===== src/rtl/id_hazard_scoreboard_pkg.sv =====
// Shared types and constants for the ID-stage hazard scoreboard.
package id_hazard_scoreboard_pkg;

  // Register address width; register 0 is hardwired to zero.
  localparam int REG_AW = 5;

  // Forwarding mux select encodings for the EX operand muxes.
  localparam logic [1:0] FWD_RF    = 2'b00;
  localparam logic [1:0] FWD_EXMEM = 2'b01;
  localparam logic [1:0] FWD_MEMWB = 2'b10;

  // One in-flight register writer sitting in a pipeline stage.
  typedef struct packed {
    logic              vld;
    logic [REG_AW-1:0] addr;
    logic              is_load;
  } stage_entry_t;

  // Stage / source indices used to address the match vectors.
  localparam int ST_EX   = 0;
  localparam int ST_MEM  = 1;
  localparam int SRC_RS  = 0;
  localparam int SRC_RT  = 1;

endpackage


===== src/rtl/id_hazard_scoreboard_match.sv =====
// Compares one stage entry against one ID source address; register 0 never hits.
module hazard_reg_match
  import id_hazard_scoreboard_pkg::*;
(
  input  stage_entry_t      entry,
  input  logic [REG_AW-1:0] addr,
  output logic              hit,
  output logic              hit_load
);

  assign hit      = entry.vld && (entry.addr == addr) && (addr != '0);
  assign hit_load = hit && entry.is_load;

endmodule


===== src/rtl/id_hazard_scoreboard.sv =====
// Tracks register writers in EX/MEM, decides ID stalls and forwarding selects.
module id_hazard_scoreboard
  import id_hazard_scoreboard_pkg::*;
#(
  parameter int CNT_W = 16
) (
  input  logic              clk,
  input  logic              reset,
  input  logic              id_valid,
  input  logic [REG_AW-1:0] id_rs_addr,
  input  logic [REG_AW-1:0] id_rt_addr,
  input  logic              id_uses_rs,
  input  logic              id_uses_rt,
  input  logic              id_is_jr,
  input  logic              id_wr_en,
  input  logic [REG_AW-1:0] id_wr_addr,
  input  logic              id_is_load,
  input  logic              flush,
  output logic              stall,
  output logic              jr_fwd_sel,
  output logic [1:0]        ex_rs_sel,
  output logic [1:0]        ex_rt_sel,
  output logic [CNT_W-1:0]  stall_count
);

  // Index 0 = EX entry, 1 = MEM entry. A writer in WB needs no action because
  // the register file is write-through, so no WB entry is kept.
  stage_entry_t      stage_reg [2];
  stage_entry_t      ex_entry_next;
  logic [REG_AW-1:0] src_addr [2];
  logic [3:0]        hit;
  logic [3:0]        hit_load;
  logic [3:0]        load_mask;
  logic [3:0]        alu_mask;
  logic              rs_rd;
  logic              rt_rd;
  logic              jr_rd;
  logic              hazard;
  logic              advance;
  logic [1:0]        rs_sel_next;
  logic [1:0]        rt_sel_next;
  logic [1:0]        ex_rs_sel_reg;
  logic [1:0]        ex_rt_sel_reg;
  logic [CNT_W-1:0]  stall_count_reg;

  assign src_addr[SRC_RS] = id_rs_addr;
  assign src_addr[SRC_RT] = id_rt_addr;

  // One comparator per (stage, source); bit index = stage*2 + source.
  genvar gi;
  generate
    for (gi = 0; gi < 4; gi++) begin : g_match
      hazard_reg_match u_match (
        .entry    (stage_reg[gi / 2]),
        .addr     (src_addr[gi % 2]),
        .hit      (hit[gi]),
        .hit_load (hit_load[gi])
      );
    end
  endgenerate

  // Stall / jr forward decision and EX select computation for the ID instruction.
  always_comb begin
    rs_rd = id_valid && id_uses_rs;
    rt_rd = id_valid && id_uses_rt;
    jr_rd = id_valid && id_is_jr;

    // Loads in EX block any reader; a load in MEM only blocks the jr target,
    // since EX operands can take it from MEM/WB next cycle.
    load_mask = {1'b0, jr_rd, rt_rd, rs_rd};
    // Any EX writer blocks jr: its result exists only at the end of EX.
    alu_mask  = {3'b000, jr_rd};
    hazard    = (|(hit_load & load_mask)) || (|(hit & alu_mask));

    stall      = !reset && id_valid && !flush && hazard;
    jr_fwd_sel = !reset && jr_rd && hit[ST_MEM*2+SRC_RS] && !hit_load[ST_MEM*2+SRC_RS];

    // Youngest writer wins: EX stage beats MEM stage.
    rs_sel_next = FWD_RF;
    if (rs_rd) begin
      if (hit[ST_EX*2+SRC_RS])       rs_sel_next = FWD_EXMEM;
      else if (hit[ST_MEM*2+SRC_RS]) rs_sel_next = FWD_MEMWB;
    end
    rt_sel_next = FWD_RF;
    if (rt_rd) begin
      if (hit[ST_EX*2+SRC_RT])       rt_sel_next = FWD_EXMEM;
      else if (hit[ST_MEM*2+SRC_RT]) rt_sel_next = FWD_MEMWB;
    end

    advance       = id_valid && !stall && !flush;
    ex_entry_next = '0;
    if (advance) begin
      ex_entry_next.vld     = id_wr_en && (id_wr_addr != '0);
      ex_entry_next.addr    = id_wr_addr;
      ex_entry_next.is_load = id_is_load;
    end
  end

  // Advance the writer pipeline and capture EX selects; bubble on stall/flush.
  always_ff @(posedge clk or posedge reset) begin
    if (reset) begin
      stage_reg[ST_EX]  <= '0;
      stage_reg[ST_MEM] <= '0;
      ex_rs_sel_reg     <= FWD_RF;
      ex_rt_sel_reg     <= FWD_RF;
    end else begin
      stage_reg[ST_MEM] <= stage_reg[ST_EX];
      stage_reg[ST_EX]  <= ex_entry_next;
      ex_rs_sel_reg     <= advance ? rs_sel_next : FWD_RF;
      ex_rt_sel_reg     <= advance ? rt_sel_next : FWD_RF;
    end
  end

  // Saturating count of stalled cycles.
  always_ff @(posedge clk or posedge reset) begin
    if (reset) begin
      stall_count_reg <= '0;
    end else if (stall && (stall_count_reg != '1)) begin
      stall_count_reg <= stall_count_reg + CNT_W'(1);
    end
  end

  assign ex_rs_sel   = ex_rs_sel_reg;
  assign ex_rt_sel   = ex_rt_sel_reg;
  assign stall_count = stall_count_reg;

endmodule

===== config.mk =====
export PLATFORM = sky130hd
export DESIGN_NAME = id_hazard_scoreboard
export DESIGN_NICKNAME = d
export VERILOG_FILES = /design/src/rtl/id_hazard_scoreboard_pkg.sv /design/src/rtl/id_hazard_scoreboard_match.sv /design/src/rtl/id_hazard_scoreboard.sv
export SDC_FILE = /design/constraint.sdc
export NUM_CORES = 1
export LEC_CHECK = 0
export BUFFER_PORTS_ARGS = -buffer_cell sky130_fd_sc_hd__buf_2
export CORE_MARGIN = 2
export CORE_UTILIZATION = 46
export DETAILED_ROUTE_END_ITERATION = 7
export PLACE_DENSITY_LB_ADDON = 0.15
export SLEW_MARGIN = 20
export SYNTH_ARGS = -nofsm -noshare
export SYNTH_HDL_FRONTEND = slang
export SYNTH_SLANG_ARGS = --single-unit

===== constraint.sdc =====
create_clock -name clk -period 3.2 [get_ports clk]
set_input_delay 0.96 -clock clk [delete_from_list [all_inputs] [get_ports clk]]
set_output_delay 0.96 -clock clk [all_outputs]
set_load 0.01 [all_outputs]

# Yosys cells after proc, flatten, opt, wreduce, memory -nomap -nowiden

Index checks and enable logic that the tools add are counted.

Register bits: 34
Bits in writable memories: 0
Memories kept: 0
Word-level logic and storage cells: 61
Output and inout port bits: 22
Input bits: 24
Bits in read-only memories: 0
Latch bits: 0

Order comparisons: 0
Divide/modulo/power cells: 0
Muxes and demuxes: 9
Reductions and logical operators: 35
Equal/unequal tests: 5
Shift-type cells: 0
Multipliers: 0
$add $sub $neg: 1
Bitwise gates (word level): 2

Operators with widths:

| operator              | count |
|---|---|
| $logic_and 1x1->1     | 25 |
| $eq 5x5->1            | 4 |
| $add 16x1->16 const B | 1 |
| $mux 2                | 8 |
| $ne 16x16->1 const B  | 1 |
| $reduce_bool 5->1     | 3 |
| $reduce_or 4->1       | 2 |
| $mux 7                | 1 |
| $and 4x1->4           | 1 |
| $and 4x3->4           | 1 |
| $logic_not 1->1       | 4 |
| $logic_or 1x1->1      | 1 |

# Logic depth before layout (Yosys ltp)

Word-level depth: 12
Depth in mapped cells: 8
Mapped depth without buffers: 8

# Modules after synthesis

A second synthesis with hierarchy kept.

Cell total of the unflattened synthesis: 166
Area total of the unflattened synthesis: 1793.0 um2

Modules (own cells, without submodules):

| module               | area an instance (um2) | times used | cells an instance |
|---|---|---|---|
| id_hazard_scoreboard | 1442.6                 | 1          | 114 |
| hazard_reg_match     | 87.6                   | 4          | 13 |

# Least setup slack after synthesis

OpenSTA, ideal clock, no wires.

Path type: input to output
Start point: input id_rs_addr[1]
End point: output stall
Cell stages on the path: 7
Setup slack: 17 ps
Arrival: 2223 ps
Cells stage by stage: or4_4 > nor2_4 > nor3_2 > o22ai_2 > and2_1 > buf_6 > nor2b_1

Longest elaborated chain between the ends: 8

RTL lines:

| element                         | line                             | source |
|---|---|---|
| from (decl)                     | id_hazard_scoreboard.sv:10       | `input logic [REG_AW-1:0] id_rs_addr,` |
| $eq 5x5->1                      | id_hazard_scoreboard_match.sv:11 | `assign hit = entry.vld && (entry.addr == addr) && (addr != '0);` |
| $logic_and 1x1->1 (2 in series) | id_hazard_scoreboard_match.sv:11 |  |
| $logic_and 1x1->1               | id_hazard_scoreboard_match.sv:12 | `assign hit_load = hit && entry.is_load;` |
| $and 4x3->4                     | id_hazard_scoreboard.sv:73       | `hazard = (\|(hit_load & load_mask)) \|\| (\|(hit & alu_mask));` |
| $reduce_or 4->1                 | id_hazard_scoreboard.sv:73       |  |
| $logic_or 1x1->1 (*)            | id_hazard_scoreboard.sv:73       |  |
| $logic_and 1x1->1 (*)           | id_hazard_scoreboard.sv:75       | `stall = !reset && id_valid && !flush && hazard;` |
| to (decl)                       | id_hazard_scoreboard.sv:19       | `output logic stall,` |

Mark *: on every way between the ends. The rest lies on a longest branch, timed or not.

# Worst setup path after layout

Start point: input id_rs_addr[2]
End point: output stall

The elaborated chain is that of the path after synthesis.

==> reports/metrics.cfg <==
[sta]
layout_worst_path_cycle_share_pct = 103.4
final-setup-viol-count = 1
skew_ps = 11.68
highest_clock_rate_ghz = 0.3022
report.final.hold_viol_count = 0
rsz0062_at_grt = true
max_slew.worst_pin.slew_ps = 761.5
worst_slack_ps = -108.9
timing.final.max_slew_violations = 0
fin_worst_hold_slack_ps = 402.4
finalCriticalPeriod_ps = 3309
timing.slew.headroom_pct = 49.18

[clock_network]
clockBufferDepth = 2
cts_num_sinks = 34
clockRootBuffer = clkbuf_8
htreeDepth = 2
post_cts_resize_count = 1
post_cts_buffers = 0
ctsHoldBuffers = 0
tritoncts_clock_tree = done
clk_pin_slew_worst_paths_ps = 70
worst_skew_pair.late_latency_ps = 290
cts_inserted_buffers = 5

[worst_setup_path]
worst-path-max-fanout = 4
crit_end_element = output port
setup.worst_path.class = in -> out
worstPathArrival_ps = 2350
critical_path_required_ps = 2240
crit_path_start_kind = input pin

[logic_synthesis]
post_synth_edffs = 0
synth_area_leaders = dfrtp_1, xnor2_1, xor2_1
synth_top_flop_cell = dfrtp_1
mappedNetlistArea_um2 = 1697
synth.yosys.seq_area_share_pct = 50.15
synth.most_common_cell = dfrtp_1
ys.warnings.count = 0
synth-seq-cells = 34
post_synth_inst_count = 154
yosys.cell_types.count = 35
synth_largest_type_area_fraction_pct = 50.15
syn_area_per_cell_um2 = 11.02
synth_async_sr_flop_share_pct = 100.0
synth.net_count = 179
synth_top_cell_by_area = dfrtp_1
synth_commonest_cells = dfrtp_1, xnor2_1, nand2_1

[power_and_ir_drop]
power.share.sequential_pct = 48.7
power_density_nw_per_um2 = 418.2
worst_vdd_ir_mv = 0.2494
power_switching_w = 0.0002053
p_leak_nw = 1.082
power.clock.fraction_pct = 43.0
power.switching_fraction_pct = 22.51
internal_power_w = 0.0007066
combinationalPowerShare_pct = 8.3

[cells_and_area]
area_growth_pct = 28.54
num_antenna_cells = 0
largest_register_ff_count = 16
final_layout_size_suffix_gt1_share_pct = 35.62
design.final.nets = 243

[detailed_routing]
drcViolationCount = 0
antenna_violating_nets_post_route = 0
route.vias.total = 1331
first_pass_iters = 4
drt_iter0_markers = 67
mean_number_of_vias_per_cell = 4.985
dr_wl_cell_um = 13.07
finalWirelength_mm = 3.490

[floorplanning]
fp.dieArea_um2 = 4190
placementRows = 22
core_ar_um2 = 3606
ios = 46
dieHeight_um = 64.73
die_width_um = 64.73
initial_utilization_pct = 47.05

[placement]
place_congestion = 0.7957
dp_worst_setup_slack_ps = -113.8
dpl.hpwl_mm = 2.711
placement.io_buffers = 45

[status]
outcome = finished, violations left
failed_checks = negative setup slack

[global_routing]
largest_net_degree_at_the_start_of_global_routing = 22
grt_use_total_pct = 19.35
first_global_vias = 1338
wire_length_of_the_first_global_routing_pass_mm = 6.092
initial_antenna_violation_count = 0
overflow = 0

[flow_run]
maximum_capacitance_violations = 0

[min_path]
hold_path.class = reg -> reg

[cell type report]
class	count	area [um^2]
Multi-Input combinational cell	117	825.8
Clock inverter	2	37.54
Inverter	1	3.754
Sequential cell	34	850.8
Clock buffer	6	72.57
Fill cell	312	1425
Timing Repair Buffer	59	330.3
Tap cell	48	60.06
[cell usage in the layout (no fill, tap or decap), types with 2 or more instances in the layout]
master	Yosys	routed
nor3_1	5	5
clkbuf_8	0	5
buf_2	0	45
nor4_2	3	3
nand2_1	18	18
xnor2_1	23	23
nand4_1	3	3
nand2b_1	2	2
nand3_1	9	9
nor4_1	4	4
buf_4	1	14
and3_1	5	5
and2_1	10	9
dfrtp_1	34	34
nor2_1	4	4
xor2_1	12	12
[critical path, cell delays in order]
cell and delay [ps]:
buf_2 130, or4_4 520, nor2_4 140, nor3_2 70, o22ai_2 190, and2_4 170
nor2b_1 40, buf_2 130
[worst paths after layout]
kind | start | endpoint | slack [ps] | cells past startpoint
worst max-delay path | id_rs_addr[2] | stall | -110 | 8
worst min-delay path | stage_reg[13] | stage_reg[6] | 400 | 0
worst max register to register | stage_reg[10] | stall_count[1] | 900 | 7
worst min register to register | stage_reg[13] | stage_reg[6] | 400 | 0
max in group asynchronous | reset | stall_count[8] | 1680 | 3
min in group asynchronous | reset | stall_count[12] | 830 | 2
[power groups by stage]
stage	Clock [W]	Sequential (W)	Combinational, W
final	0.000392	0.000444	0.0000759
after global routing	0.000429	0.000444	0.0000848
after floorplan	0	0.000450	0.0000388
after detailed placement	0	0.000452	0.0000765
after CTS	0.000403	0.000444	0.0000768
after global placement	0	0.000452	0.0000738
[through the flow]
step	total power, W	setup TNS, ps	cell area [um^2]	util, %	instances
floorplan	0.0004888	0	1697	-	154
global placement	0.0005256	-101.1	2068	57.36	259
detailed placement	0.0005285	-113.8	2068	57.36	259
CTS	0.0009236	-112.0	2181	60.48	267
global route	0.0009586	-180.6	2181	60.48	267
finish	0.0009120	-108.9	2181	60.48	267
[metal layers]
layer  global-route usage (%)  routed length (um)  vias to the layer above
met3                    6.771                 210                        5
met5                        0                   0                        -
met4                    6.383                  42                        0
met1                    24.86                1634                      627
met2                    30.54                1602                       43
li1                         -                   -                      656
[kinds of logic after synthesis]
family | synth area share, %
buffers and inverters | 1.327
AND/OR/NAND/NOR | 26.18
AO/OA/AOI/OAI | 2.876
adder cells (fa/ha/maj) | 0.7373
flip-flops | 50.15
XOR/XNOR | 18.07
multiplexers | 0.6637
Note: power is estimated with default switching activity, not from simulation.
